`config.mk`:
```
export PLATFORM = sky130hd
export DESIGN_NAME = pwm_duty_sequencer
export DESIGN_NICKNAME = d
export VERILOG_FILES = /design/src/rtl/pwm_duty_sequencer_pkg.sv /design/src/rtl/pwm_duty_sequencer.sv
export SDC_FILE = /design/constraint.sdc
export NUM_CORES = 1
export LEC_CHECK = 0
export CAP_MARGIN = 10
export CELL_PAD_IN_SITES_DETAIL_PLACEMENT = 0
export CELL_PAD_IN_SITES_GLOBAL_PLACEMENT = 1
export CORE_MARGIN = 2
export CORE_UTILIZATION = 40
export CTS_CLUSTER_SIZE = 12
export DETAILED_ROUTE_END_ITERATION = 6
export PLACE_DENSITY = 0.76
export SYNTH_ARGS = -nofsm -noshare
export SYNTH_HDL_FRONTEND = slang
export SYNTH_SLANG_ARGS = --single-unit
```
`constraint.sdc`:
```
create_clock -name CLK -period 3.36 [get_ports CLK]
set_input_delay 0.84 -clock CLK [delete_from_list [all_inputs] [get_ports CLK]]
set_output_delay 0.84 -clock CLK [all_outputs]
set_load 0.01 [all_outputs]
```
`src/rtl/pwm_duty_sequencer_pkg.sv`:
```
// Shared PWM definitions: sequencer states,
// duty constants and saturating duty helpers.
package pwm_duty_sequencer_pkg;

    typedef enum logic [2:0] {
        ST_MANUAL,
        ST_RAMP_UP,
        ST_HOLD_HI,
        ST_RAMP_DOWN,
        ST_HOLD_LO
    } pwm_state_e;

    localparam logic [7:0] DUTY_STEP = 8'd10;
    localparam logic [7:0] DUTY_HALF = 8'd127;
    localparam logic [7:0] DUTY_MAX  = 8'd255;

    // Add with a 9-bit intermediate, clamping at full scale.
    function automatic logic [7:0] sat_add(
        input logic [7:0] a,
        input logic [7:0] b
    );
        logic [8:0] s;
        s = {1'b0, a} + {1'b0, b};
        return s[8] ? DUTY_MAX : s[7:0];
    endfunction

    // Subtract, clamping at zero.
    function automatic logic [7:0] sat_sub(
        input logic [7:0] a,
        input logic [7:0] b
    );
        return (a > b) ? (a - b) : 8'd0;
    endfunction

endpackage

```
`src/rtl/pwm_duty_sequencer.sv`:
```
// Duty sequencer: manual key control plus an
// automatic breathing ramp with holds at the extremes.
module pwm_duty_sequencer
    import pwm_duty_sequencer_pkg::*;
#(
    parameter int unsigned STEP_TICKS = 50000,
    parameter logic [7:0]  STEP_SIZE  = 8'd4,
    parameter logic [7:0]  HOLD_STEPS = 8'd50
) (
    input  logic       CLK,
    input  logic       RST,
    input  logic [3:0] key_pulse,
    output logic [7:0] duty,
    output logic       duty_upd,
    output logic       breathing
);

    localparam int TW = 20;
    localparam logic [TW-1:0] TICK_LAST = TW'(STEP_TICKS - 1);

    pwm_state_e    state_q;
    pwm_state_e    state_d;
    logic [7:0]    duty_d;
    logic [TW-1:0] tick_q;
    logic [TW-1:0] tick_d;
    logic [TW-1:0] tick_wrap;
    logic [7:0]    hold_q;
    logic [7:0]    hold_d;
    logic          in_breath;
    logic          step;
    logic          start;

    // Next state, next duty and counter updates; keys outrank steps.
    always_comb begin
        state_d   = state_q;
        duty_d    = duty;
        hold_d    = hold_q;
        in_breath = (state_q != ST_MANUAL);
        step      = in_breath && (tick_q == TICK_LAST);
        start     = key_pulse[2] && !in_breath;
        tick_wrap = (tick_q == TICK_LAST) ? '0 : tick_q + TW'(1);

        priority case (1'b1)
            key_pulse[2]: begin
                if (in_breath) begin
                    state_d = ST_MANUAL;
                end else begin
                    state_d = ST_RAMP_UP;
                    hold_d  = '0;
                end
            end
            key_pulse[3]: begin
                duty_d  = DUTY_HALF;
                state_d = ST_MANUAL;
            end
            key_pulse[0]: begin
                duty_d  = sat_add(duty, DUTY_STEP);
                state_d = ST_MANUAL;
            end
            key_pulse[1]: begin
                duty_d  = sat_sub(duty, DUTY_STEP);
                state_d = ST_MANUAL;
            end
            default: begin
                if (step) begin
                    unique case (state_q)
                        ST_RAMP_UP: begin
                            duty_d = sat_add(duty, STEP_SIZE);
                            if (duty_d == DUTY_MAX) begin
                                state_d = ST_HOLD_HI;
                            end
                        end
                        ST_RAMP_DOWN: begin
                            duty_d = sat_sub(duty, STEP_SIZE);
                            if (duty_d == 8'd0) begin
                                state_d = ST_HOLD_LO;
                            end
                        end
                        ST_HOLD_HI: begin
                            if (hold_q == HOLD_STEPS - 8'd1) begin
                                hold_d  = '0;
                                state_d = ST_RAMP_DOWN;
                            end else begin
                                hold_d = hold_q + 8'd1;
                            end
                        end
                        ST_HOLD_LO: begin
                            if (hold_q == HOLD_STEPS - 8'd1) begin
                                hold_d  = '0;
                                state_d = ST_RAMP_UP;
                            end else begin
                                hold_d = hold_q + 8'd1;
                            end
                        end
                        default: begin
                        end
                    endcase
                end
            end
        endcase

        // The tick count only runs while breathing continues.
        if (state_d == ST_MANUAL || start) begin
            tick_d = '0;
        end else begin
            tick_d = tick_wrap;
        end
    end

    // State, counters and registered outputs.
    always_ff @(posedge CLK) begin
        if (RST) begin
            state_q   <= ST_MANUAL;
            duty      <= 8'd0;
            duty_upd  <= 1'b0;
            breathing <= 1'b0;
            tick_q    <= '0;
            hold_q    <= '0;
        end else begin
            state_q   <= state_d;
            duty      <= duty_d;
            duty_upd  <= (duty_d != duty);
            breathing <= (state_d != ST_MANUAL);
            tick_q    <= tick_d;
            hold_q    <= hold_d;
        end
    end

endmodule

```
==> results.cfg <==
[global_route]
grt_antenna_before_repair = 0
grt_usage_pct = 23.5
grt_pass1_wl_um = 16400
grt-ovfl-total = 0
grt_pass1_vias = 3208
grt_max_degree = 20

[routing]
drc = 0
final_antenna_net_count = 0
drtPass1Iterations = 5
wl_per_cell_um = 18.5
routed_via_density = 6.25
totalWireLength_um = 10200
vias = 3426
drt_iter0_markers = 265

[clock_network]
cts_tree = built
path_clk_slew_ps = 90
post_cts_resized = 0
htreeDepth = 2
cts_setup_buffers = 0
cts.sinks = 41
clock_latency_ps = 300
cts_buffer_depth = 2
cts_hold_buffers = 0
cts_root_buf = clkbuf_8
numCtsBuffers = 5

[yosys]
synth_edf_count = 0
synth_top_family_by_area = simple AND/OR/NAND/NOR gates
avgSynthCellArea_sq_um = 7.70
ys_types = 70
synth.largest_area_cell = dfxtp_1
ys_seq_area_share_pct = 24.9
netlist.area_leader.share_pct = 24.9
synth_cells = 428
synthAdderAreaFrac_pct = 4.10
muxShareOfSynthArea_pct = 0.304
synth-xor-area-share_pct = 7.98
syn_area_sq_mm = 0.00329
ys_ff_latch = 41
synth_compound_area_share_pct = 24.7
async_reset_ff_share_pct = 0
syn_nets = 444
synth_simple_gate_area_share_pct = 32.4
yosysWarnings = 0
synth-main-ff-cell = dfxtp_1
synthTopCellsByArea = dfxtp_1 (25%), xor2_1 (4.8%), nor2_1 (4.7%)

[power]
leakage_nw = 1.31
peakVddDrop_mv = 0.204
powerDensity_mw_per_mm2 = 334
total_power_mw = 1.25

[setup_path]
cp-start-kind = flop
cp.arrival_ps = 3250
critPathKind = flop to flop
critical_path_required_ps = 3510
crit_fanout = 19
end_kind = flop

[final_layout]
drive_gt1_share_pct = 12.9
antenna_cells = 0
area_delta_synth_final_pct = 13.1
layout_common_cells = nor2_1 (41), dfxtp_1 (41), nand2_1 (25)
multi_input_comb_area_sq_mm = 0.00229
ff_latch_area_sq_um = 821
fill_cells = 856
final_nets = 458

[floorplanning]
initial_core_util_pct = 40.7
die_w_um = 94.8
rows = 33
die_area_sq_mm = 0.00898
die_h_um = 94.8
core-area_sq_mm = 0.00809
ios = 16

[placed_design]
hpwlAfterDp_um = 7540
portBuffers = 15
pre_cts_ws_ps = 114
place_congestion = 0.990

[min_path]
hold_class = flop to flop

[timing]
finalCriticalPeriod_ps = 3110
drv_slew = 0
tightest_slew_ps = 972
finalSetupViolCount = 0
fin_crit_sh_pct = 92.5
fin_ws_ps = 253
setup_tns_ps = 0
rsz0062_at_grt = false
hold_viol_final = 0
fmax_mhz = 322
relSlewSlack_pct = 35.2
skew_ps = 6.60

[outcome]
outcome = finished, final reports clean

[run]
maxCapViolations = 0
-- state kept, by name (all words and copies together) (netlist names) --
signal	count
breathing	1
tick_q	20
hold_q	8
state_q	3
duty_upd	1
duty	8
-- final timing paths --
path | depth (start not counted) | start | slack, ps | endpoint
setup / recovery | 9 | duty[3] | 250 | tick_q[17]
hold / removal | 1 | tick_q[0] | 470 | tick_q[0]
setup reg to reg | 9 | duty[3] | 250 | tick_q[17]
hold reg to reg | 1 | tick_q[0] | 470 | tick_q[0]
-- metrics by stage --
step / hold slack [ps] / area [sq um] / cells / utilization, %
2_1_floorplan: 423 / 3290 / 428 / -
3_3_place_gp: 443 / 3610 / 540 / 44.6
3_5_place_dp: 459 / 3610 / 540 / 44.6
4_1_cts: 476 / 3730 / 548 / 46.0
5_1_grt: 500 / 3730 / 548 / 46.0
6_report: 472 / 3730 / 548 / 46.0
-- worst max-delay path, stage by stage (launching register included) --
cell and delay [ps]:
dfxtp_1 320, inv_1 150, ha_1 190, or3b_2 560
a21oi_4 210, a2bb2oi_2 220, o31ai_1 100, o22a_2 250
o31ai_4 830, nor2_1 120
-- cell usage after synthesis, types with 4 or more instances --
cell type and n:
a211oi_1 6, ha_1 10, or3_1 7, nand2_1 25
clkbuf_1 27, inv_1 11, a31oi_1 7, xor2_1 18
nand2b_1 7, nor2_2 10, a41oi_1 5, nand4_1 9
a21o_1 6, a32oi_1 4, nor2_1 41, nor3_1 18
dfxtp_1 41, and3_1 18, nand3_1 21, nor2b_1 4
nor4_1 5, o21ai_0 16, and4_1 4, xnor2_1 12
a21oi_1 20, o211ai_1 4, o32ai_1 4
-- routing by layer --
layer  vias to the layer above  track usage (%)  wire length (um)
li1                       1617                -                 -
met1                      1619             29.5              4210
met2                       150             38.5              4800
met3                        40             3.75               682
met4                         0             12.6               480
met5                         -                0                 0
-- layout make-up --
class                      instances  area share (%)
tap                              105            3.53
clock buffer                       5            1.85
timing repair buffer              39            8.87
sequential                        41            22.0
multi-input combinational        344            61.4
inverter                          11            1.11
clock inverter                     3            1.24
-- report_power, final --
group	switching, mW	internal (mW)
sequential	0.0188	0.499
combinational	0.186	0.130
clock	0.189	0.223
total	0.395	0.851
-- logic make-up after synthesis --
kind of cell	after synthesis
fa+ha+maj	11
mux	1
compound gates	108
flops	41
xor+xnor	30
buf+inv	43
simple gates	194
(Power assumes the default switching activity.)
